File: src/rtl/core_pipe_pkg.sv
// Shared types for the core pipeline stages: skid-stage state encoding and the
// decode->regfile payload bundle.
package core_pipe_pkg;

    // Encoding is {skid_valid, main_valid}; 2'b10 cannot occur.
    typedef enum logic [1:0] {
        EMPTY = 2'b00,
        ONE   = 2'b01,
        TWO   = 2'b11
    } pipe_state_e;

    typedef struct packed {
        logic [4:0]  rs1;
        logic [4:0]  rs2;
        logic [4:0]  rd;
        logic [63:0] pc;
        logic [63:0] imm;      // already sign-extended by decode
        logic [5:0]  shamt;
        logic [6:0]  opcode;
        logic [7:0]  instr_id;
        logic        branch;
        logic        regw;
        logic        memr;
        logic        memw;
    } decode_rf_bundle_t;

    localparam int DECODE_RF_W = $bits(decode_rf_bundle_t);

    function automatic logic [1:0] held_entries(input pipe_state_e s);
        logic [1:0] n;
        n = 2'd0;
        case (s)
            ONE:     n = 2'd1;
            TWO:     n = 2'd2;
            default: n = 2'd0;
        endcase
        return n;
    endfunction

endpackage

File: src/rtl/pipe_sat_counter.sv
// Saturating up-counter with asynchronous active-low clear; sticks at all-ones.
module pipe_sat_counter #(
    parameter int CNT_W = 32
) (
    input  logic             clk,
    input  logic             rst,
    input  logic             inc,
    output logic [CNT_W-1:0] count
);

    logic [CNT_W-1:0] count_q;

    always_ff @(posedge clk or negedge rst) begin
        if (!rst) begin
            count_q <= '0;
        end else if (inc && (count_q != '1)) begin
            count_q <= count_q + 1'b1;
        end
    end

    assign count = count_q;

endmodule

File: src/rtl/pipe_stage_skid.sv
// Generic valid/ready pipeline stage with a two-entry skid buffer and sync flush.
// Optional perf counters are built when PIPE_STAGE_PERF_EN is defined.
module pipe_stage_skid
    import core_pipe_pkg::*;
#(
    parameter int               WIDTH   = 64,
    parameter logic [WIDTH-1:0] RST_VAL = '0,
    parameter int               CNT_W   = 32
) (
    input  logic             clk,
    input  logic             rst,
    input  logic             flush,
    input  logic             in_valid,
    output logic             in_ready,
    input  logic [WIDTH-1:0] in_data,
    output logic             out_valid,
    input  logic             out_ready,
    output logic [WIDTH-1:0] out_data,
    output logic [1:0]       occupancy,
    output logic [CNT_W-1:0] stall_cnt,
    output logic [CNT_W-1:0] bubble_cnt
);

    // Handshake: a beat moves on a rising edge where valid and ready are both
    // high; once valid is raised, the payload holds until that beat completes.

    pipe_state_e      state_q;
    pipe_state_e      state_d;
    logic [WIDTH-1:0] main_data;
    logic [WIDTH-1:0] skid_data;
    logic             in_fire;
    logic             out_fire;
    logic             load_main;
    logic             main_from_skid;
    logic             load_skid;

    assign in_fire  = in_valid & in_ready;
    assign out_fire = out_valid & out_ready;

    always_ff @(posedge clk or negedge rst) begin
        if (!rst) begin
            state_q <= EMPTY;
        end else begin
            state_q <= state_d;
        end
    end

    always_comb begin
        state_d        = state_q;
        load_main      = 1'b0;
        main_from_skid = 1'b0;
        load_skid      = 1'b0;
        if (flush) begin
            state_d = EMPTY;
        end else begin
            case (state_q)
                EMPTY: begin
                    if (in_fire) begin
                        state_d   = ONE;
                        load_main = 1'b1;
                    end
                end
                ONE: begin
                    if (in_fire && out_fire) begin
                        load_main = 1'b1;
                    end else if (in_fire) begin
                        state_d   = TWO;
                        load_skid = 1'b1;
                    end else if (out_fire) begin
                        state_d = EMPTY;
                    end
                end
                TWO: begin
                    // in_ready is low here, so only the drain can happen.
                    if (out_fire) begin
                        state_d        = ONE;
                        load_main      = 1'b1;
                        main_from_skid = 1'b1;
                    end
                end
                default: state_d = EMPTY;
            endcase
        end
    end

    always_comb begin
        out_valid = (state_q != EMPTY);
        in_ready  = (state_q != TWO);
        occupancy = held_entries(state_q);
        out_data  = main_data;
    end

    always_ff @(posedge clk or negedge rst) begin
        if (!rst) begin
            main_data <= RST_VAL;
            skid_data <= RST_VAL;
        end else if (flush) begin
            main_data <= RST_VAL;
            skid_data <= RST_VAL;
        end else begin
            if (load_main) begin
                main_data <= main_from_skid ? skid_data : in_data;
            end
            if (load_skid) begin
                skid_data <= in_data;
            end
        end
    end

`ifdef PIPE_STAGE_PERF_EN
    pipe_sat_counter #(.CNT_W(CNT_W)) u_stall_cnt (
        .clk   (clk),
        .rst   (rst),
        .inc   (out_valid & ~out_ready),
        .count (stall_cnt)
    );

    pipe_sat_counter #(.CNT_W(CNT_W)) u_bubble_cnt (
        .clk   (clk),
        .rst   (rst),
        .inc   (~out_valid),
        .count (bubble_cnt)
    );
`else
    assign stall_cnt  = '0;
    assign bubble_cnt = '0;
`endif

endmodule

File: config.mk
export PLATFORM = sky130hd
export DESIGN_NAME = pipe_stage_skid
export DESIGN_NICKNAME = d
export VERILOG_FILES = /design/src/rtl/core_pipe_pkg.sv /design/src/rtl/pipe_sat_counter.sv /design/src/rtl/pipe_stage_skid.sv
export SDC_FILE = /design/constraint.sdc
export NUM_CORES = 1
export LEC_CHECK = 0
export ABC_AREA = 1
export BUFFER_PORTS_ARGS = -buffer_cell sky130_fd_sc_hd__buf_4
export CORE_UTILIZATION = 47
export DETAILED_ROUTE_END_ITERATION = 16
export HOLD_SLACK_MARGIN = 0.15
export PLACE_DENSITY = 0.86
export SLEW_MARGIN = 10
export SYNTH_ARGS = -nofsm -noshare
export SYNTH_HDL_FRONTEND = slang
export SYNTH_HIERARCHICAL = 1
export SYNTH_SLANG_ARGS = --single-unit
File: constraint.sdc
create_clock -name clk -period 1.5 [get_ports clk]
set_clock_uncertainty 0.05 [all_clocks]
set_input_delay 0.075 -clock clk [delete_from_list [all_inputs] [get_ports clk]]
set_output_delay 0.075 -clock clk [all_outputs]
set_load 0.05 [all_outputs]
### Yosys cells after proc, flatten, opt, wreduce, memory -nomap -nowiden

Cells that the tools add are included.

| operators by class | value |
|---|---|
| equality and inequality tests | 7 |
| multiplexer cells | 23 |
| bitwise operators | 2 |
| reductions and logical operators | 6 |

Operator list:

| kind | count |
|---|---|
| $mux 64 | 5 |
| $mux 2 | 6 |
| $mux 1 | 9 |
| $ne 3x3->1 const B | 3 |
| $pmux 2 s3 | 1 |
| $reduce_bool 2->1 | 3 |
| $ne 4x4->1 const B | 1 |
| $pmux 2 s2 | 1 |
| $reduce_and 4->1 | 1 |
| $pmux 1 s3 | 1 |
| $and 1x1->1 | 2 |
| $eq 2x1->1 const B | 1 |
| $eq 2x2->1 const B | 1 |
| $logic_not 2->1 | 1 |
| $ne 2x2->1 const B | 1 |
| $logic_and 1x1->1 | 1 |

| storage, ports and cells | value |
|---|---|
| flip-flop bits (word level) | 130 |
| input bits | 69 |
| output and inout bits | 132 |
| logic and storage cells | 41 |

### Longest topological paths before layout

Gate-level depths: netlist of run 1.

| logic depth | value |
|---|---|
| depth in word-level cells | 8 |
| depth in mapped cells | 11 |
| mapped depth without buffers | 10 |

### Worst setup path before layout of run 1

No wires, ideal clock.

| timing path | value |
|---|---|
| path type | reg-to-reg |
| from | reg state_q[0] |
| to | reg skid_data[10] |
| setup time | 0.130 ns |
| data arrival time | 1.923 ns |
| data required time | 1.320 ns |
| setup slack | -0.603 ns |
| stages on the path, launching flop included | 7 |
| path buffers | 1 |
| period minus slack after synthesis | 2.103 ns |
| cells stage by stage | dfrtp_1 -> ha_1 -> inv_2 -> nand3_2 -> o21ai_2 -> clkbuf_1 -> o21ai_0 |

| between the ends | value |
|---|---|
| longest elaborated chain between the ends | 7 |
| elaborated cells between the ends (all ways) | 11 |
| those cells by class | eq/ne (2); mux (4); bitwise (2); reduce/logical (3) |

RTL lines:

| item | line | source |
|---|---|---|
| start, declared | pipe_stage_skid.sv:27 | `pipe_state_e state_q;` |
| start signal, assigned | pipe_stage_skid.sv:44 | `state_q <= state_d;` |
| $ne 2x2->1 (*) | pipe_stage_skid.sv:88 | `in_ready = (state_q != TWO);` |
| net in_ready | pipe_stage_skid.sv:14 | `output logic in_ready,` |
| $and 1x1->1 (*) | pipe_stage_skid.sv:37 | `assign in_fire = in_valid & in_ready;` |
| $mux 1 / $logic_and 1x1->1 (equally long branches) | pipe_stage_skid.sv:66, pipe_stage_skid.sv:64 |  |
| $mux 1 (*) | pipe_stage_skid.sv:64 | `if (in_fire && out_fire) begin` |
| $mux 1 (*) | pipe_stage_skid.sv:56 | `case (state_q)` |
| $mux 1 (*) | pipe_stage_skid.sv:53 | `if (flush) begin` |
| $reduce_bool 2->1 (no line) (*) | n/a |  |
| end signal, assigned | pipe_stage_skid.sv:105 | `skid_data <= in_data;` |
| end, declared | pipe_stage_skid.sv:30 | `logic [WIDTH-1:0] skid_data;` |

Mark *: on every way through the listed nets, which the timed path passes. The rest lies on a longest branch.
A chain may end at the register's enable or synchronous reset.

### Worst setup path in the final report of run 1

| timing path | value |
|---|---|
| from | reg state_q[0] |
| to | reg main_data[22], in the netlist out_data[22] |

| between the ends | value |
|---|---|
| longest elaborated chain between the ends | 8 |
| elaborated cells between the ends (all ways) | 19 |
| those cells by class | eq/ne (3); mux (10); bitwise (2); reduce/logical (4) |

RTL lines:

| item | line | source |
|---|---|---|
| $reduce_bool 2->1 | pipe_stage_skid.sv:87 | `out_valid = (state_q != EMPTY);` |
| $and 1x1->1 | pipe_stage_skid.sv:38 | `assign out_fire = out_valid & out_ready;` |
| $mux 1 | pipe_stage_skid.sv:75 | `if (out_fire) begin` |
| $mux 1 | pipe_stage_skid.sv:56 |  |
| $mux 1 | pipe_stage_skid.sv:53 |  |
| $mux 64 | pipe_stage_skid.sv:102 | `main_data <= main_from_skid ? skid_data : in_data;` |
| $mux 64 | pipe_stage_skid.sv:101 | `if (load_main) begin` |
| $mux 64 | pipe_stage_skid.sv:97 | `end else if (flush) begin` |
| end signal, assigned | pipe_stage_skid.sv:102 |  |
| end, declared | pipe_stage_skid.sv:29 | `logic [WIDTH-1:0] main_data;` |

Several ways; a longest one is shown, not always the timed one. The select of a mux whose other input is x is not followed.

==> impl_metrics.yaml, run 1 <==
drt:
  drtIter0Drc: 566
  routed-via-count: 6867
  wl_per_cell_um: 17.9
  post-route-drc-count: 0
  avgViaCountPerCell: 5.36
  wirelength_um: 22900
  dr.pass1.iters: 7
  antenna_left: 0
pwr:
  pwr-share-comb_pct: 45.7
  max-vdd-ir-drop_v: 0.000980
  p_int_uw: 9710
  powerDensity_mw_per_mm2: 1580
  p_switching_uw: 6480
  leakage_uw: 0.00523
  seqPwrFrac_pct: 28.1
  power_frac_clock_pct: 26.3
  sw_frac_of_total_pct: 40.0
  p_total_uw: 16200
global_routing:
  grt_max_degree: 107
  grt_overflow: 0
  grt_pass1_wl_um: 32500
  first_global_vias: 6561
  antenna_found_initial: 0
  grt.total_usage_pct: 29.1
synthesis:
  ys_seq_area_share_pct: 49.2
  synth.avg_cell_area_um2: 7.80
  synthMuxAreaShare_pct: 0
  synth_fa_ha_area_share_pct: 0.757
  synth_area_leader_cell: "dfrtp_1"
  synth_compound_area_share_pct: 6.95
  synth_area_leaders: "dfrtp_1, nand2_1, nand3_1"
  yosys_warnings: 6
  synthDistinctLibCells: 19
  synth.ff_latch_count: 130
  synthDominantCellAreaShare_pct: 49.2
  synth_top_family_by_area: "simple AND/OR/NAND/NOR gates"
  synthCells: 847
  yosys.area_share.simple_pct: 27.9
  synth_xor_xnor_area_share_pct: 0
  synth_area_mm2: 0.00661
cells_and_area:
  drive_gt1_share_pct: 28.2
  nNetsFinal: 1165
  final_cell_mix: "nand2_1, buf_4, nand3_1"
  layout_commonest_cell: "nand2_1"
  area_growth_syn_to_layout_pct: 55.5
  stdcell_area_mm2: 0.0103
setup_path:
  startpoint_type: "flop"
  path_class: "reg2reg"
  r2r-start: "state_q[0]"
  regToRegEndpoint: "out_data[22]"
  required_ns: 1.81
  crit_path_end_kind: "flop"
  crit_fanout: 22
  reg2reg_depth: 11
  r2r_slack_ns: -0.41
  arrival_ns: 2.21
placed_design:
  gp_congestion: 0.850
  placed_area_mm2: 0.00802
  dpl_worst_slack_ns: -0.335
  portBuffers: 136
  dp_hpwl_um: 11200
run_status:
  status: "complete, but fails checks"
  failed_checks: "negative setup slack"
floorplanning:
  start_util_pct: 49.1
  die-area_mm2: 0.0145
  fp.dieW_um: 121
  core_area_mm2: 0.0135
  rows: 42
  pin_count: 201
  die_h_um: 121
timing:
  rsz0062_at_grt: "yes"
  finalCritPeriodShare_pct: 127
  setup_viol: 134
  hold_violations: 0
  fin_crit_ns: 1.91
  max_freq_mhz: 525
  fin_ws_ns: -0.406
  final_max_slew_viol_count: 0
min_path:
  holdCritStartpoint: "out_ready"
  holdPathStages: 6
  min_to: "state_q[0]"
  hold_path_class: "in2reg"
clocking:
  clock_latency_ns: 0.42
  cts.sinks: 130
  clockRootBuffer: "clkbuf_16"
  tritoncts: "done"
  htreeDepth: 4
  cts_made_buffers: 17
  clk_pin_slew_worst_paths_ns: 0.06
  cts_buffer_depth: 2
job:
  max_cap_violations: 0
synth_stat cells:
master / n
nand2_2: 1
buf_4: 64
clkbuf_1: 30
ha_1: 4
nand3_1: 175
nand2_1: 243
nor2_1: 3
nor3_1: 1
buf_2: 25
o21ai_2: 1
inv_2: 5
buf_1: 1
nor2_2: 4
dfrtp_1: 130
nand3_2: 1
conb_1: 1
inv_1: 68
o21ai_0: 89
a21oi_1: 1
power by group through the flow:
stage                     logic [µW]  registers, µW  clock network [µW]
after global routing            7710           4600                4420
after global placement          5310           4530                   0
after detailed placement        5410           4540                   0
final                           7400           4540                4250
after CTS                       6440           4510                4270
after floorplan                 2360           5840                   0
logic make-up after synthesis:
logic type | count (synthesis)
DFF | 130
AOI/OAI and AO/OA | 91
other | 1
and+or+nand+nor | 428
adders and majority gates | 4
buffers and inverters | 193
final cells by class:
cell class / count / area (µm²)
clock inverter: 14 / 164
multi-input combinational: 588 / 2930
antenna: 1 / 2.50
timing repair buffer: 282 / 2970
clock buffer: 18 / 439
tap: 176 / 220
fill: 824 / 3180
inverter: 73 / 297
sequential: 130 / 3250
registers in the layout (all words and copies together), names as in the netlist:
| register | cells |
|---|---|
| skid_data | 64 |
| out_data | 64 |
| state_q | 2 |
through the flow:
| step | setup TNS (ns) | std cells | hold slack (ns) | util, % |
|---|---|---|---|---|
| floorplan | -19.17 | 910 | -0.271 | - |
| global placement | -25.72 | 1143 | -0.0771 | 59.6 |
| detailed placement | -32.85 | 1143 | -0.0720 | 59.6 |
| CTS | -29.05 | 1263 | 0.176 | 72.5 |
| global route | -44.65 | 1281 | 0.244 | 76.4 |
| finish | -36.75 | 1282 | 0.232 | 76.4 |
routing by layer:
metal,vias to the layer above,global-route usage [%],routed length (µm)
li1,3089,-,-
met1,3254,35.8,8650
met2,430,48.4,11500
met5,-,0,0
met3,94,7.12,1950
met4,0,12.8,804
worst max path at each step:
stage,from,endpoint,slack (ns)
floorplan,state_q[0],skid_data[48],-0.16
global placement,state_q[0],skid_data[41],-0.24
detailed placement,state_q[0],out_data[62],-0.34
CTS,state_q[0],out_data[32],-0.28
global route,state_q[0],out_data[22],-0.47
finish,state_q[0],out_data[22],-0.41
timing repair:
item | CTS | global route
pin swaps | 7 | 8
setup endpoints to repair | 134 | 134
endpoints found under the hold margin | 260 | 0
gates cloned | 8 | 11
hold buffers | 68 | 0
gates resized for setup | 100 | 45
buffers inserted | 12 | 8
critical path: stages (launching register included):
cell and delay (ns):
dfrtp_2 0.43, buf_6 0.13, ha_4 0.18, inv_8 0.07, nand3_4 0.06, buf_6 0.14, nor2_4 0.10, nor2_4 0.05
nor2_4 0.16, buf_12 0.18, nand3_1 0.17, nand2_1 0.10
No activity file was read; power rests on OpenSTA's default activity.
==> run 2, diff against run 1 <==
- CORE_UTILIZATION: 47 -> 35
- CTS_BUF_LIST: not set -> sky130_fd_sc_hd__clkbuf_4 sky130_fd_sc_hd__clkbuf_8 sky130_fd_sc_hd__clkbuf_16
- PLACE_DENSITY: 0.86 -> 0.69
==> run 2 against run 1 <==
The run still ends with negative setup slack left. First-iteration DRC count is 44% lower. Clock power is 4% higher. Critical path depth unchanged. Global-route usage fell by 9.9 points. Register-to-register slack better by 0.11 ns. Sequential cell count unchanged. Worst setup slack improved by 0.11 ns. Combinational power shrank 8.0%. Utilization fell by 20 points. Largest cell class unchanged. Highest routed layer unchanged.
==> impl_metrics.yaml, run 2 (synthesis gave the netlist of run 1 again) <==
run_status:
  status: "complete, but fails checks"
  failed_checks: "negative setup slack"
placed_design:
  placed_area_mm2: 0.00800
  dp_hpwl_um: 10800
  portBuffers: 136
  gp_congestion: 0.746
clocking:
  clk_pin_slew_worst_paths_ns: 0.06
  cts_made_buffers: 17
  tritoncts: "done"
  htreeDepth: 4
  cts.sinks: 130
  cts_buffer_depth: 2
  clockRootBuffer: "clkbuf_16"
  clock_latency_ns: 0.42
timing:
  fin_crit_ns: 1.80
  setup_viol: 134
  fin_ws_ns: -0.297
  final_max_slew_viol_count: 0
  rsz0062_at_grt: "yes"
  hold_violations: 0
  max_freq_mhz: 556
  tns_ns: -27.27
  finalCritPeriodShare_pct: 120
floorplanning:
  fp.dieW_um: 139
  pin_count: 201
  core_area_mm2: 0.0182
  die-area_mm2: 0.0194
  start_util_pct: 36.3
  die_h_um: 139
  rows: 49
drt:
  antenna_left: 0
  avgViaCountPerCell: 4.78
  wl_per_cell_um: 14.9
  routed-via-count: 6297
  wirelength_um: 19700
  drtIter0Drc: 318
  dr.pass1.iters: 5
  post-route-drc-count: 0
pwr:
  sw_frac_of_total_pct: 39.4
  p_int_uw: 9530
  p_switching_uw: 6200
  pwr-share-comb_pct: 43.3
  power_frac_clock_pct: 28.1
  leakage_uw: 0.00517
  powerDensity_mw_per_mm2: 1530
  max-vdd-ir-drop_v: 0.00105
  seqPwrFrac_pct: 28.6
cells_and_area:
  stdcell_area_mm2: 0.0103
  drive_gt1_share_pct: 31.5
  nFillCells: 1577
  area_growth_syn_to_layout_pct: 56.1
  final_cell_mix: "nand2_1, buf_4, nand3_1"
  nNetsFinal: 1149
  antenna_cells: 0
  layout_commonest_cell: "nand2_1"
setup_path:
  crit_path_end_kind: "flop"
  path_class: "reg2reg"
  crit_top_cell: "nand2_4"
  arrival_ns: 2.05
  crit_slowest_cell: "dfrtp_1"
  critPathBufInv: 4
  slowest_delay_ns: 0.41
  required_ns: 1.75
  crit_fanout: 8
  startpoint_type: "flop"
  crit_chain: "buf_6 > ha_4 > inv_8 > nand3_4 > inv_2 > nand2_4 > nand2_4 > nand2_8 > buf_16 > nand3_1 > nand2_1"
  cp_top_family: "simple AND/OR/NAND/NOR gates"
global_routing:
  first_global_vias: 5920
  antenna_found_initial: 0
  grt_max_degree: 79
  grt_overflow: 0
  grt_pass1_wl_um: 29600
  grt.total_usage_pct: 19.1
min_path:
  hold_path_class: "in2async"
job:
  max_cap_violations: 0
## run 2: cell types whose count changed in the layout (fill, tap and decap cells not counted), moves of 4 or more
cell	before	now
nand3_4	1	6
o21ai_2	18	45
nand3_2	19	32
buf_16	8	3
clkinv_2	5	1
o21ai_1	47	20
buf_4	158	150
nand3_1	156	138
## run 2: cell type report
type | count | area (µm²) | share of cell area [%]
Clock buffer | 21 | 480 | 4.66
Clock inverter | 11 | 153 | 1.48
Inverter | 73 | 294 | 2.85
Multi-Input combinational cell | 587 | 3130 | 30.3
Sequential cell | 130 | 3250 | 31.6
Tap cell | 229 | 287 | 2.78
Timing Repair Buffer | 267 | 2720 | 26.3
## run 2: worst paths after layout
kind                               from      endpoint  slack [ns]  depth (start not counted)
min in group clk             in_data[8]  skid_data[8]        0.39                          4
setup reg to reg             state_q[1]  out_data[46]       -0.30                         11
setup / recovery             state_q[1]  out_data[46]       -0.30                         11
hold reg to reg            out_data[62]  out_data[62]        0.45                          2
max in group asynchronous           rst  out_data[16]        0.90                          3
hold / removal                      rst  out_data[56]        0.14                          3
## run 2: timing repair
item	in CTS	in global routing
buffers inserted	11	4
hold buffers	68	0
gates cloned	3	11
endpoints found under the setup margin	134	134
hold endpoints to repair	260	0
gates resized for setup	74	123
pin swaps	4	3
## run 2: power by group through the flow
stage	logic (µW)	clock network (µW)	registers [µW]
after detailed placement	5270	0	4550
after floorplan	2360	0	5840
after global routing	7210	4650	4590
final	6810	4420	4510
after global placement	5210	0	4540
after CTS	5990	4500	4500
## run 2: routing by layer
| layer | vias up | track usage (%) | wire [µm] |
|---|---|---|---|
| met5 | - | 0 | 0 |
| met4 | 0 | 7.72 | 352 |
| met3 | 24 | 3.92 | 901 |
| met2 | 208 | 31.9 | 9820 |
| met1 | 3016 | 24.2 | 8610 |
| li1 | 3049 | - | - |
## run 2: per-stage QoR
stage / util [%] / std cells / total power [µW] / hold slack, ns / worst slack, ns
finish: 56.6 / 1318 / 15700 / 0.145 / -0.297
global route: 56.6 / 1318 / 16500 / 0.185 / -0.385
CTS: 53.0 / 1303 / 15000 / 0.161 / -0.232
detailed placement: 43.9 / 1189 / 9810 / 0.0486 / -0.263
global placement: 43.9 / 1189 / 9750 / 0.0480 / -0.257
floorplan: - / 910 / 8200 / -0.271 / -0.157
## run 2: tightest hold or removal path, cell delays in order
cell	delay, ns
dlygate4sd3_1	0.54
buf_6	0.12
buf_12	0.28
